===== config.mk =====
export PLATFORM = sky130hd
export DESIGN_NAME = stdp_weight_update
export DESIGN_NICKNAME = d
export VERILOG_FILES = /design/src/rtl/stdp_weight_update_pkg.sv /design/src/rtl/stdp_weight_update_fifo.sv /design/src/rtl/stdp_weight_update.sv
export SDC_FILE = /design/constraint.sdc
export NUM_CORES = 1
export LEC_CHECK = 0
export CAP_MARGIN = 20
export CORE_UTILIZATION = 50
export CTS_CLUSTER_SIZE = 10
export DETAILED_ROUTE_END_ITERATION = 10
export PLACE_DENSITY_LB_ADDON = 0.05
export RECOVER_POWER = 50
export REMOVE_ABC_BUFFERS = 1
export SLEW_MARGIN = 20
export SYNTH_ARGS = -nofsm -noshare
export SYNTH_HDL_FRONTEND = slang
export SYNTH_SLANG_ARGS = --single-unit

===== constraint.sdc =====
create_clock -name clk -period 5.4 [get_ports clk]
set_clock_uncertainty 0.1 [all_clocks]
set_input_delay 1.08 -clock clk [delete_from_list [all_inputs] [get_ports clk]]
set_output_delay 1.08 -clock clk [all_outputs]
set_load 0.01 [all_outputs]

===== src/rtl/stdp_weight_update_pkg.sv =====
// Shared types for the STDP weight-update block: fixed-point weight type,
// update FSM states and drop-counter width.
package fp;
    localparam int FP_W = 16;
    typedef logic signed [FP_W-1:0] fpType;

    localparam int DROP_W = 8;

    typedef enum logic [2:0] {
        IDLE,
        POP,
        SUM,
        CLIP,
        COMMIT
    } state_t;
endpackage


===== src/rtl/stdp_weight_update_fifo.sv =====
// Synchronous request FIFO with full/empty flags, simultaneous push/pop and flush.
module weight_fifo
    import fp::*;
#(
    parameter int DEPTH = 4
) (
    input  logic  clk,
    input  logic  reset_n,
    input  logic  flush,
    input  logic  push,
    input  logic  pop,
    input  fpType wdata,
    output fpType rdata,
    output logic  full,
    output logic  empty
);
    localparam int AW = $clog2(DEPTH);

    fpType         mem [DEPTH];
    logic [AW-1:0] wr_ptr;
    logic [AW-1:0] rd_ptr;
    logic [AW:0]   count;
    logic          do_push;
    logic          do_pop;

    assign empty   = (count == '0);
    assign full    = (count == (AW+1)'(DEPTH));
    assign do_pop  = pop && !empty;
    // A full FIFO still accepts a push when the head leaves in the same cycle.
    assign do_push = push && (!full || do_pop);
    assign rdata   = mem[rd_ptr];

    always_ff @(posedge clk or negedge reset_n) begin
        if (!reset_n) begin
            wr_ptr <= '0;
            rd_ptr <= '0;
            count  <= '0;
        end else if (flush) begin
            wr_ptr <= '0;
            rd_ptr <= '0;
            count  <= '0;
        end else begin
            if (do_push) wr_ptr <= wr_ptr + AW'(1);
            if (do_pop)  rd_ptr <= rd_ptr + AW'(1);
            case ({do_push, do_pop})
                2'b10:   count <= count + (AW+1)'(1);
                2'b01:   count <= count - (AW+1)'(1);
                default: ;
            endcase
        end
    end

    always_ff @(posedge clk) begin
        if (do_push) mem[wr_ptr] <= wdata;
    end
endmodule


===== src/rtl/stdp_weight_update.sv =====
// Buffered STDP weight accumulator: IDLE->POP->SUM->CLIP->COMMIT per request.
// Define WEIGHT_CLIP_EN to clamp to [w_min, w_max] instead of fpType saturation.
module stdp_weight_update
    import fp::*;
#(
    parameter int FIFO_DEPTH = 4
) (
    input  logic              clk,
    input  logic              reset_n,
    input  logic              change_weight,
    input  fpType             delta_w,
    input  logic              load_weight,
    input  fpType             weight_init,
    input  fpType             w_min,
    input  fpType             w_max,
    output fpType             weight,
    output logic              update_done,
    output logic              busy,
    output logic              dropped,
    output logic [DROP_W-1:0] drop_count
);
    state_t                  state;
    state_t                  state_next;
    fpType                   fifo_rdata;
    logic                    fifo_full;
    logic                    fifo_empty;
    logic                    pop;
    logic                    push;
    logic                    drop_now;
    fpType                   delta_p0;
    logic signed [FP_W:0]    sum_p1;
    fpType                   clip_p2;

`ifdef WEIGHT_CLIP_EN
    function automatic fpType bound(input logic signed [FP_W:0] s, input fpType lo,
                                    input fpType hi, input fpType old);
        // An inverted window is treated as "no legal move": keep the old weight.
        if (lo > hi)                  return old;
        if (s < (FP_W+1)'(lo))        return lo;
        if (s > (FP_W+1)'(hi))        return hi;
        return s[FP_W-1:0];
    endfunction
`else
    function automatic fpType bound(input logic signed [FP_W:0] s);
        if (s > (FP_W+1)'(fpType'({1'b0, {(FP_W-1){1'b1}}}))) return {1'b0, {(FP_W-1){1'b1}}};
        if (s < (FP_W+1)'(fpType'({1'b1, {(FP_W-1){1'b0}}}))) return {1'b1, {(FP_W-1){1'b0}}};
        return s[FP_W-1:0];
    endfunction

    logic unused_bounds;
    assign unused_bounds = ^{w_min, w_max};
`endif

    assign pop      = (state == POP) && !load_weight;
    assign push     = change_weight && !load_weight && (!fifo_full || pop);
    assign drop_now = change_weight && !load_weight && fifo_full && !pop;
    assign busy     = (state != IDLE) || !fifo_empty;

    weight_fifo #(.DEPTH(FIFO_DEPTH)) u_fifo (
        .clk    (clk),
        .reset_n(reset_n),
        .flush  (load_weight),
        .push   (push),
        .pop    (pop),
        .wdata  (delta_w),
        .rdata  (fifo_rdata),
        .full   (fifo_full),
        .empty  (fifo_empty)
    );

    always_ff @(posedge clk or negedge reset_n) begin
        if (!reset_n)         state <= IDLE;
        else if (load_weight) state <= IDLE;
        else                  state <= state_next;
    end

    always_comb begin
        state_next = state;
        case (state)
            IDLE:    if (!fifo_empty) state_next = POP;
            POP:     state_next = SUM;
            SUM:     state_next = CLIP;
            CLIP:    state_next = COMMIT;
            COMMIT:  state_next = IDLE;
            default: state_next = IDLE;
        endcase
    end

    // p0: popped delta, p1: widened sum, p2: bounded result
    always_ff @(posedge clk) begin
        if (state == POP) delta_p0 <= fifo_rdata;
        if (state == SUM) sum_p1   <= {weight[FP_W-1], weight} + {delta_p0[FP_W-1], delta_p0};
`ifdef WEIGHT_CLIP_EN
        if (state == CLIP) clip_p2 <= bound(sum_p1, w_min, w_max, weight);
`else
        if (state == CLIP) clip_p2 <= bound(sum_p1);
`endif
    end

    always_ff @(posedge clk or negedge reset_n) begin
        if (!reset_n) begin
            weight      <= '0;
            update_done <= 1'b0;
            dropped     <= 1'b0;
            drop_count  <= '0;
        end else if (load_weight) begin
            weight      <= weight_init;
            update_done <= 1'b0;
            dropped     <= 1'b0;
        end else begin
            update_done <= (state == COMMIT);
            if (state == COMMIT) weight <= clip_p2;
            dropped <= drop_now;
            if (drop_now && (drop_count != '1)) drop_count <= drop_count + DROP_W'(1);
        end
    end
endmodule


# --- Yosys cells after proc, flatten, opt, wreduce, memory -nomap -nowiden ---
# Memory sizes are Yosys's and may differ from the RTL's. A register that Yosys moved wholly into a read port is not among the register bits.
# Cells that the tools add are included.
op_classes:
  n_reduce_logical: 23
  order_cmp: 2
  bitwise: 1
  muxes: 24
  eq_ne: 9
  n_addsub: 6
op_table:
  columns: ["op", "n"]
  rows:
  - ["16-bit two-way mux", 6]
  - ["16-bit by 16-bit adder with 17-bit output", 1]
  - ["17-bit by 16-bit greater-than comparator with 1-bit output (second input constant)", 1]
  - ["17-bit by 16-bit < comparator with 1-bit output (second input constant)", 1]
  - ["3-bit one-hot mux with 4 select lines", 1]
  - ["1-bit two-way mux", 9]
  - ["3-bit two-way mux", 3]
  - ["8-bit by 1-bit adder with 8-bit output (second input constant)", 1]
  - ["1-bit logical AND", 8]
  - ["2-bit two-way mux", 4]
  - ["8-bit inequality test (second input constant)", 1]
  - ["3-bit by 2-bit equality test with 1-bit output (second input constant)", 2]
  - ["3-bit equality test (second input constant)", 2]
  - ["3-bit logical NOT", 2]
  - ["3-bit one-hot mux with 2 select lines", 1]
  - ["2-bit nonzero test", 3]
  - ["3-bit nonzero test", 2]
  - ["2-bit by 1-bit adder with 2-bit output (second input constant)", 2]
  - ["1-bit logical NOT", 4]
  - ["3-bit by 1-bit adder with 3-bit output (second input constant)", 1]
  - ["3-bit by 1-bit equality test with 1-bit output (second input constant)", 1]
  - ["1-bit logical OR", 3]
  - ["3-bit inequality test (second input constant)", 1]
  - ["3-bit by 1-bit subtractor with 3-bit output (second input constant)", 1]
  - ["4 further kinds", 4]
totals:
  ram_bits: 64
  out_inout_bits: 27
  elab_cells: 76
  ff_bits: 69
  n_memories: 1
mem_list:
  columns: ["memory", "words", "width", "rd", "rd_clocked_by_memory_dff", "wr", "line", "source"]
  rows:
  - ["u_fifo.mem", 4, 16, 1, 1, 1, "stdp_weight_update_fifo.sv:19", "fpType mem [DEPTH];"]

# --- Longest topological paths before layout ---
# Gate-level depths: netlist (run 1).
depth:
  depth_word: 8
  mapped_depth: 8
  mapped_depth_nobuf: 7

# --- Hierarchy ---
# From an unflattened synthesis (run 1), not the netlist that was laid out.
hier_totals:
  cells_unflattened: 467
  area_unflattened_um2: 6620.1
modules_own_cells:
  columns: ["module", "instances", "cells_per_inst", "area_each_um2", "seq_area_each_um2"]
  rows:
  - ["stdp_weight_update", 1, 320, 3749.8, 2197.1]
  - ["weight_fifo", 1, 147, 2870.3, 2097.0]

# --- Least setup slack after synthesis (run 1) ---
# OpenSTA, ideal clock, no wires.
synth_path:
  path_type: "in2reg"
  startpoint: "input port load_weight"
  endpoint: "register u_fifo.count[2]"
  n_path_buf: 2
  slack_ps: 2572
  cell_stages: 8
  arrival_ps: 2596
  required_ps: 5168
  cell_sequence: "buf_2 > clkbuf_1 > nor4_1 > fa_1 > nor4_1 > a31oi_1 > xor2_1 > nor2_1"
synth_between:
  elab_chain_len: 8
  elab_cells_between_ends: 13
  cone_classes: "eq/ne (2); mux (2); reduce/logical (9)"
synth_lines:
  columns: ["element", "line", "source"]
  rows:
  - ["start, declared", "stdp_weight_update.sv:12", "input logic load_weight,"]
  - ["1-bit logical NOT", "stdp_weight_update.sv:54, stdp_weight_update.sv:55", null]
  - ["1-bit logical AND", "stdp_weight_update.sv:54", "assign pop = (state == POP) && !load_weight;"]
  - ["1-bit logical OR or 1-bit logical AND (tied branches)", "stdp_weight_update.sv:55, stdp_weight_update_fifo.sv:28", null]
  - ["1-bit logical AND or 1-bit logical OR (tied branches)", "stdp_weight_update.sv:55, stdp_weight_update_fifo.sv:30", null]
  - ["1-bit logical AND", "stdp_weight_update_fifo.sv:30", "assign do_push = push && (!full || do_pop);"]
  - ["2-bit by 1-bit equality test with 1-bit output or 2-bit equality test (tied branches)", "stdp_weight_update_fifo.sv:45", "case ({do_push, do_pop})"]
  - ["3-bit one-hot mux with 2 select lines", "stdp_weight_update_fifo.sv:45", null]
  - ["3-bit two-way mux", "stdp_weight_update_fifo.sv:38", "end else if (flush) begin"]
  - ["end signal, assigned", "stdp_weight_update_fifo.sv:46", "2'b10: count <= count + (AW+1)'(1);"]
  - ["end signal, assigned", "stdp_weight_update_fifo.sv:47", "2'b01: count <= count - (AW+1)'(1);"]
  - ["end, declared", "stdp_weight_update_fifo.sv:22", "logic [AW:0] count;"]
# Several ways; a longest one is shown, not always the timed one.
# A chain may end at the register's enable or synchronous reset.

# --- Final worst setup path (run 1) ---
layout_path:
  startpoint: "input port load_weight"
  endpoint: "memory u_fifo.mem[2][10] (netlist bit), enable pin"
layout_between:
  elab_chain_len: 7
  elab_cells_between_ends: 10
  cone_classes: "mux (2); reduce/logical (8)"
layout_lines:
  columns: ["element", "line", "source"]
  rows:
  - ["1-bit logical NOT (*)", "stdp_weight_update.sv:54, stdp_weight_update.sv:55", null]
  - ["1-bit logical AND", "stdp_weight_update.sv:54", null]
  - ["1-bit logical OR or 1-bit logical AND (tied branches)", "stdp_weight_update.sv:55, stdp_weight_update_fifo.sv:28", null]
  - ["1-bit logical AND or 1-bit logical OR (tied branches)", "stdp_weight_update.sv:55, stdp_weight_update_fifo.sv:30", null]
  - ["1-bit logical AND (*)", "stdp_weight_update_fifo.sv:30", null]
  - ["1-bit two-way mux (*)", "stdp_weight_update_fifo.sv:54", "if (do_push) mem[wr_ptr] <= wdata;"]
  - ["1-bit two-way mux (not written as such) (*)", "stdp_weight_update_fifo.sv:54", null]
  - ["end, declared", "stdp_weight_update_fifo.sv:19", null]
# Every way passes the cells marked *; elsewhere a longest branch is shown, timed or not.

==> results of run 1 <==
-- cell usage after synthesis, types with 4 or more instances --
library cell and number:
o21ai_0 39, xnor2_1 13, dfrtp_1 36, and2_1 5, a21oi_1 17, mux4_2 16
buf_2 6, clkbuf_1 14, and3_1 5, nand3_1 4, mux2i_1 18, a21o_1 7
xor2_1 10, nand4_1 6, inv_1 7, edfxtp_1 113, ha_1 21, nand2_1 45
nor2_1 32, nor3_1 5, a211oi_1 6
-- power breakdown --
part | leakage [nW] | total (mW) | switching (mW) | internal (mW)
clock | 0.297 | 1.20 | 0.433 | 0.769
combinational | 1.14 | 0.854 | 0.453 | 0.402
sequential | 1.50 | 1.63 | 0.145 | 1.49
-- flip-flops by register name, summed over array words and instances, names as in the netlist, 3 cells and up --
name	cells
u_fifo.mem	64
sum_p1	17
clip_p2	16
delta_p0	16
weight	16
drop_count	8
state	3
u_fifo.count	3
-- how the worst max path moves through the flow --
stage                startpoint                 to  slack, ps  cells after the start
finish              load_weight  u_fifo.mem[2][10]       2150                      4
global route        load_weight   u_fifo.mem[0][5]       1950                      4
CTS                 load_weight  u_fifo.mem[0][15]       2080                      4
detailed placement  load_weight  u_fifo.mem[0][11]       1640                      4
global placement    load_weight  u_fifo.mem[1][10]       1720                      4
floorplan           load_weight          weight[0]       2820                      2
-- per-stage QoR --
step / area, µm² / hold slack [ps]
after floorplan: 6450 / 400
after global placement: 7300 / 381
after detailed placement: 7310 / 383
after CTS: 7930 / 391
after global routing: 7910 / 428
final: 7910 / 397
-- layout make-up --
type	count	area (µm²)	share of cell area [%]
clock buffer	18	429	5.42
clock inverter	14	184	2.32
inverter	8	31.3	0.395
multi-input combinational	282	2130	26.9
sequential	149	4300	54.3
tap	172	215	2.72
timing repair buffer	64	626	7.91
-- metal layers --
layer  track usage [%]  vias up  share of wire (%)
met2              27.3       79                 46
met1              24.5     1743                 47
met3              5.19       15                4.8
met5                 0        -                  0
li1                  -     1854                  -
met4              8.63        0                1.8
-- cell families after synthesis --
kind of cell	Yosys count	share of synthesized area, %
compound gates	88	8.16
xor+xnor	23	3.08
fa+ha+maj	23	4.63
buf+inv	29	1.97
flops	149	65.6
mux	36	8.83
simple gates	112	7.71
-- critical path, cell delays in order --
cell and delay [ps]:
clkdlybuf4s50_1 790, nor2b_1 280, and2_1 290, and2_1 720
==> impl_results.html, run 1 <==
<table>
<tr><th>Metric</th><th>Value</th></tr>
<tr><th colspan="2">Yosys</th></tr>
<tr><td>Average cell area after synthesis</td><td>14.2 µm²</td></tr>
<tr><td>Largest cells by area after synthesis</td><td>edfxtp_1, dfrtp_1, mux4_2</td></tr>
<tr><td>Share of synthesized area occupied by flip-flops and latches</td><td>around two thirds</td></tr>
<tr><td>Warnings, synthesis</td><td>0</td></tr>
<tr><td>Area of the mapped netlist</td><td>between 6000 and 7000 µm²</td></tr>
<tr><td>Largest area contributor in the synthesized netlist</td><td>edfxtp_1</td></tr>
<tr><td>Number of enable flip-flop cells after synthesis</td><td>about 110</td></tr>
<tr><td>Post-Syn Instances</td><td>460</td></tr>
<tr><td>Most instantiated flip-flop cell in the synthesis netlist</td><td>edfxtp_1</td></tr>
<tr><td>Total of flip-flops plus latches after synthesis</td><td>around 150</td></tr>
<tr><td>Number of distinct library cells after synthesis</td><td>46</td></tr>
<tr><td>FFs w/ async S/R, synth</td><td>about 24%</td></tr>
<tr><td>Synth top area share</td><td>51.9%</td></tr>
<tr><th colspan="2">Die</th></tr>
<tr><td>Boundary Pins</td><td>95</td></tr>
<tr><td>Die W</td><td>116 µm</td></tr>
<tr><td>Die area</td><td>13,500 µm²</td></tr>
<tr><td>Height of the die</td><td>116 µm</td></tr>
<tr><td>Number of placement rows</td><td>41</td></tr>
<tr><td>Initial standard-cell utilization of the core</td><td>51.6%</td></tr>
<tr><td>Placeable core area</td><td>12,700 µm²</td></tr>
<tr><th colspan="2">Worst hold path</th></tr>
<tr><td>Worst hold start</td><td>drop_count[6]</td></tr>
<tr><td>Cells on Worst Hold Path</td><td>1</td></tr>
<tr><td>Path class of the lowest-slack min-delay path</td><td>flop to flop</td></tr>
<tr><td>Hold worst-path end</td><td>drop_count[6]</td></tr>
<tr><th colspan="2">Routing</th></tr>
<tr><td>Routed wire length</td><td>between 10,000 and 15,000 µm</td></tr>
<tr><td>Vias post-DR</td><td>3,691</td></tr>
<tr><td>Avg Vias per Cell</td><td>5.22</td></tr>
<tr><td>Average detailed-routed wire length per instance</td><td>about 15 µm</td></tr>
<tr><td>Remaining design rule violation count</td><td>0</td></tr>
<tr><td>Count of routing violations after the opening detailed-route iteration</td><td>200</td></tr>
<tr><td>First-pass iteration count of the detailed router</td><td>4</td></tr>
<tr><td>Routed Antenna Nets</td><td>0</td></tr>
<tr><th colspan="2">Critical path</th></tr>
<tr><td>FF-to-FF path depth</td><td>4</td></tr>
<tr><td>Arrival time reported for the critical path endpoint</td><td>3190 ps</td></tr>
<tr><td>Register-to-register path setup slack</td><td>2830 ps</td></tr>
<tr><td>Element type at the critical path end</td><td>flop</td></tr>
<tr><td>FF-to-FF Start</td><td>state[2]</td></tr>
<tr><td>Req. time, crit path</td><td>5340 ps</td></tr>
<tr><td>Worst Setup Path Type</td><td>input port to flop</td></tr>
<tr><td>Terminus of the critical flop-to-flop path</td><td>u_fifo.mem[2][10]</td></tr>
<tr><td>Critical-path maximum fanout</td><td>16</td></tr>
<tr><td>CP Launch Type</td><td>input port</td></tr>
<tr><th colspan="2">Clock tree</th></tr>
<tr><td>TritonCTS clock tree</td><td>built</td></tr>
<tr><td>Total clock sinks</td><td>149</td></tr>
<tr><td>Clock buffer count from CTS</td><td>17</td></tr>
<tr><td>H-tree lvl count</td><td>4</td></tr>
<tr><td>Maximum buffer depth of the clock tree</td><td>2</td></tr>
<tr><td>Clock latency at the later pin of the worst-skew pair</td><td>approximately 420 ps</td></tr>
<tr><td>Clock transition at the registers of the reported paths</td><td>~60 ps</td></tr>
<tr><td>PostCTS Resize Cnt</td><td>0</td></tr>
<tr><td>Setup repair bufs after CTS</td><td>0</td></tr>
<tr><td>Clock Root Buffer</td><td>clkbuf_16</td></tr>
<tr><td>Total of hold buffers inserted after clock tree synthesis</td><td>0</td></tr>
<tr><th colspan="2">STA</th></tr>
<tr><td>Final worst path period need</td><td>between 3000 and 4000 ps</td></tr>
<tr><td>Crit path setup slack, layout</td><td>approximately 2200 ps</td></tr>
<tr><td>Worst slew margin</td><td>-37.3%</td></tr>
<tr><td>Setup repair after global routing missed its margin</td><td>false</td></tr>
<tr><td>Transition at the pin with the smallest max-transition slack</td><td>2060 ps</td></tr>
<tr><td>Number of max-slew violations in the final report</td><td>37</td></tr>
<tr><td>Final hold viol count</td><td>0</td></tr>
<tr><td>Final total negative setup slack</td><td>0 ps</td></tr>
<tr><td>Share of the cycle needed by the critical path after routing</td><td>around three fifths</td></tr>
<tr><td>Final setup violation count</td><td>0</td></tr>
<tr><td>Highest attainable clock frequency</td><td>308 MHz</td></tr>
<tr><th colspan="2">Global route</th></tr>
<tr><td>Wire length of the first global-routing pass</td><td>17,900 µm</td></tr>
<tr><td>Largest net degree at the start of global routing</td><td>37</td></tr>
<tr><td>Number of global-route vias before repair</td><td>3,593</td></tr>
<tr><td>Number of antenna violations at the first check in global routing</td><td>0</td></tr>
<tr><td>Tot GR Track Use</td><td>18.2%</td></tr>
<tr><td>Sum of overflow across all layers after global routing</td><td>0</td></tr>
<tr><th colspan="2">Finish</th></tr>
<tr><td>Count of nets after finishing</td><td>613</td></tr>
<tr><td>Total of fill cells in the finished design</td><td>roughly 960</td></tr>
<tr><td>Final core area utilization</td><td>62.4%</td></tr>
<tr><td>N_diodes</td><td>0</td></tr>
<tr><td>Area Growth Syn to Fin</td><td>20.9%</td></tr>
<tr><td>Fin cells</td><td>707</td></tr>
<tr><td>Most common library cell in the layout ignoring fill and taps</td><td>edfxtp_1</td></tr>
<tr><td>Leading cell types in the layout, fill and taps excluded</td><td>edfxtp_1, nand2_1, clkdlybuf4s50_1</td></tr>
<tr><td>Fraction of layout instances using a drive strength above 1</td><td>between 9 and 10%</td></tr>
<tr><th colspan="2">Place</th></tr>
<tr><td>Post-Place Worst Slack</td><td>1640 ps</td></tr>
<tr><td>Buffers added on ports</td><td>62</td></tr>
<tr><td>Cell total after placement</td><td>675</td></tr>
<tr><td>RD Place Congestion</td><td>0.777</td></tr>
<tr><td>Total half-perimeter wirelength after legalization and detailed placement</td><td>7520 µm</td></tr>
<tr><th colspan="2">Power</th></tr>
<tr><td>Overall power</td><td>3.69 mW</td></tr>
<tr><td>Peak ir drop on the vdd network</td><td>a little under 300 µV</td></tr>
<tr><td>Leakage component of the power</td><td>roughly 2.9 nW</td></tr>
<tr><td>Total power density per cell area</td><td>467 nW/µm²</td></tr>
<tr><th colspan="2">Run status</th></tr>
<tr><td>Failing checks</td><td>max-capacitance violations, max-slew violations</td></tr>
<tr><td>Outcome</td><td>complete, but fails checks</td></tr>
<tr><th colspan="2">Run</th></tr>
<tr><td>Number of maximum-capacitance violations</td><td>1</td></tr>
</table>
Note: power is estimated with default switching activity, not from simulation.
==> run 2, diff against run 1 <==
- CORE_UTILIZATION: 50 -> 49
- clock period: 5.4 -> 2.65 ns (I/O delays scaled with it)
==> run 2 against run 1 <==
The run still ends with max-capacitance violations, max-slew violations left. Non-clock buffer count is 10 higher. Clock power is 78% higher. Routed wire length is 1.7% higher. First-iteration DRC count is 18% lower. Sequential share of layout area is 0.29 points lower. Sequential power is 100% higher. Count of clock-buffer cells in the layout stayed put. Critical path type is now flop to output pin.
==> impl_results.html, run 2 (synthesis results as in run 1) <==
<table>
<tr><th>Metric</th><th>Value</th></tr>
<tr><th colspan="2">Run status</th></tr>
<tr><td>Outcome</td><td>complete, but fails checks</td></tr>
<tr><td>Failing checks</td><td>max-capacitance violations, max-slew violations</td></tr>
<tr><th colspan="2">Die</th></tr>
<tr><td>Height of the die</td><td>roughly 120 µm</td></tr>
<tr><td>Die W</td><td>118 µm</td></tr>
<tr><td>Number of placement rows</td><td>41</td></tr>
<tr><td>Placeable core area</td><td>12,800 µm²</td></tr>
<tr><td>Initial standard-cell utilization of the core</td><td>51.0%</td></tr>
<tr><td>Die area</td><td>13,800 µm²</td></tr>
<tr><td>Boundary Pins</td><td>95</td></tr>
<tr><th colspan="2">Clock tree</th></tr>
<tr><td>Total clock sinks</td><td>149</td></tr>
<tr><td>Maximum buffer depth of the clock tree</td><td>2</td></tr>
<tr><td>Setup repair bufs after CTS</td><td>0</td></tr>
<tr><td>Clock Root Buffer</td><td>clkbuf_16</td></tr>
<tr><td>Clock buffer count from CTS</td><td>17</td></tr>
<tr><td>Clock transition at the registers of the reported paths</td><td>60 ps</td></tr>
<tr><td>Clock latency at the later pin of the worst-skew pair</td><td>420 ps</td></tr>
<tr><td>TritonCTS clock tree</td><td>built</td></tr>
<tr><td>H-tree lvl count</td><td>4</td></tr>
<tr><td>Total of hold buffers inserted after clock tree synthesis</td><td>0</td></tr>
<tr><td>PostCTS Resize Cnt</td><td>1</td></tr>
<tr><th colspan="2">Global route</th></tr>
<tr><td>Number of antenna violations at the first check in global routing</td><td>0</td></tr>
<tr><td>Tot GR Track Use</td><td>17.7%</td></tr>
<tr><td>Wire length of the first global-routing pass</td><td>18,700 µm</td></tr>
<tr><td>Largest net degree at the start of global routing</td><td>37</td></tr>
<tr><td>Number of global-route vias before repair</td><td>3,698</td></tr>
<tr><td>Sum of overflow across all layers after global routing</td><td>0</td></tr>
<tr><th colspan="2">Routing</th></tr>
<tr><td>Routed Antenna Nets</td><td>0</td></tr>
<tr><td>Highest metal layer with signal wires</td><td>met4</td></tr>
<tr><td>Total length of routed met2 wires</td><td>5160 µm</td></tr>
<tr><td>Avg Vias per Cell</td><td>5.32</td></tr>
<tr><td>Count of routing violations after the opening detailed-route iteration</td><td>approximately 160</td></tr>
<tr><td>Remaining design rule violation count</td><td>0</td></tr>
<tr><td>Routed wire length</td><td>11,100 µm</td></tr>
<tr><td>First-pass iteration count of the detailed router</td><td>4</td></tr>
<tr><td>Vias post-DR</td><td>3,809</td></tr>
<tr><td>Sum of routed wire segments on met1</td><td>roughly 5300 µm</td></tr>
<tr><td>Routed length on met3</td><td>505 µm</td></tr>
<tr><td>Average detailed-routed wire length per instance</td><td>15.4 µm</td></tr>
<tr><th colspan="2">STA</th></tr>
<tr><td>Worst slew margin</td><td>-33.6%</td></tr>
<tr><td>Transition at the pin with the smallest max-transition slack</td><td>2000 ps</td></tr>
<tr><td>Setup repair after global routing missed its margin</td><td>false</td></tr>
<tr><td>Final total negative setup slack</td><td>0 ps</td></tr>
<tr><td>Final worst path period need</td><td>2470 ps</td></tr>
<tr><td>Number of max-slew violations in the final report</td><td>37</td></tr>
<tr><td>Share of the cycle needed by the critical path after routing</td><td>slightly above 90%</td></tr>
<tr><td>Highest attainable clock frequency</td><td>404 MHz</td></tr>
<tr><td>Final setup violation count</td><td>0</td></tr>
<tr><td>Final hold viol count</td><td>0</td></tr>
<tr><th colspan="2">Critical path</th></tr>
<tr><td>Largest stage delay, worst path</td><td>490 ps</td></tr>
<tr><td>Element type at the critical path end</td><td>output pin</td></tr>
<tr><td>CP delay by family, top</td><td>buffers and inverters</td></tr>
<tr><td>Critical-path maximum fanout</td><td>6</td></tr>
<tr><td>CP Buf/Inv Count</td><td>1</td></tr>
<tr><td>Cell with the largest stage delay on the worst path</td><td>clkdlybuf4s50_1</td></tr>
<tr><td>Arrival time reported for the critical path endpoint</td><td>roughly 1800 ps</td></tr>
<tr><td>CP Launch Type</td><td>flop</td></tr>
<tr><td>CP cell instances</td><td>nor3_4 &gt; nand3b_1 &gt; clkdlybuf4s50_1</td></tr>
<tr><td>Worst Setup Path Type</td><td>flop to output pin</td></tr>
<tr><td>Req. time, crit path</td><td>~2000 ps</td></tr>
<tr><th colspan="2">Finish</th></tr>
<tr><td>Fraction of layout instances using a drive strength above 1</td><td>11.0%</td></tr>
<tr><td>Number of flip-flops under the largest register name</td><td>64</td></tr>
<tr><td>Top Registers</td><td>u_fifo.mem (64), sum_p1 (17)</td></tr>
<tr><td>Final std cell area, no fill</td><td>7950 µm²</td></tr>
<tr><td>Final core area utilization</td><td>62.0%</td></tr>
<tr><td>Area Growth Syn to Fin</td><td>21.5%</td></tr>
<tr><td>Count of nets after finishing</td><td>623</td></tr>
<tr><td>N_diodes</td><td>0</td></tr>
<tr><td>Largest Register</td><td>u_fifo.mem</td></tr>
<tr><td>Leading cell types in the layout, fill and taps excluded</td><td>edfxtp_1, nand2_1, clkdlybuf4s50_1</td></tr>
<tr><td>Most common library cell in the layout ignoring fill and taps</td><td>edfxtp_1</td></tr>
<tr><th colspan="2">Run</th></tr>
<tr><td>Number of maximum-capacitance violations</td><td>1</td></tr>
<tr><th colspan="2">Power</th></tr>
<tr><td>Leakage component of the power</td><td>2.96 nW</td></tr>
<tr><td>Overall power</td><td>7.25 mW</td></tr>
<tr><td>Total power density per cell area</td><td>912 nW/µm²</td></tr>
<tr><td>Peak ir drop on the vdd network</td><td>466 µV</td></tr>
<tr><th colspan="2">Place</th></tr>
<tr><td>RD Place Congestion</td><td>0.853</td></tr>
<tr><td>Post-placement cell area</td><td>7430 µm²</td></tr>
<tr><td>Total half-perimeter wirelength after legalization and detailed placement</td><td>7610 µm</td></tr>
<tr><td>Buffers added on ports</td><td>62</td></tr>
<tr><th colspan="2">Worst hold path</th></tr>
<tr><td>Path class of the lowest-slack min-delay path</td><td>flop to flop</td></tr>
</table>
run 2: changes by cell type in the layout (fill, tap and decap cells not counted), sizes merged:
cell           previous run  this run
clkdlybuf4s50            45        44
dlygate4sd3              16        17
inv                       8         7
buf                       1        11
clkinv                    8        11
bufinv                    4         1
run 2: worst paths after layout:
check,from,end,slack [ps],cells past startpoint
min in group asynchronous,reset_n,weight[4],580,1
setup reg to reg,weight[0],sum_p1[14],200,7
hold / removal,drop_count[6],drop_count[6],410,1
max in group asynchronous,reset_n,u_fifo.wr_ptr[0],720,1
hold reg to reg,drop_count[6],drop_count[6],410,1
setup / recovery,u_fifo.count[2],busy,180,3
run 2: cell type report:
cell class,count,area [µm²]
clock buffer,18,429
timing repair buffer,74,751
multi-input combinational,282,2140
clock inverter,13,92.6
inverter,8,35.0
sequential,149,4290
fill,1006,4870
tap,172,215
run 2: per-stage QoR:
step / worst slack, ps / std cells / hold slack (ps)
2_1_floorplan: 366 / 439 / 134
3_3_place_gp: 225 / 685 / 385
3_5_place_dp: 196 / 685 / 403
4_1_cts: 56.3 / 716 / 130
5_1_grt: 82.2 / 716 / 432
6_report: 177 / 716 / 411
run 2: layer usage:
| layer | GRT usage [%] | vias to the layer above |
|---|---|---|
| met3 | 4.26 | 12 |
| met2 | 27.3 | 98 |
| met5 | 0 | - |
| li1 | - | 1874 |
| met1 | 23.8 | 1825 |
| met4 | 8.41 | 0 |
run 2: power by group:
part | internal [mW] | switching, mW | total (mW)
registers | 3.03 | 0.249 | 3.28
logic | 0.859 | 0.988 | 1.85
clock network | 1.26 | 0.867 | 2.13
total | 5.15 | 2.10 | 7.25
run 2: worst register-to-register path: cells and delay by family, from the launching register on:
kind                       cells  cell delay [ps]
xor gates and xnor gates       1              170
DFF                            1              380
adders and majority gates      2              670
AOI/OAI and AO/OA              3              720
and+or+nand+nor                1              140
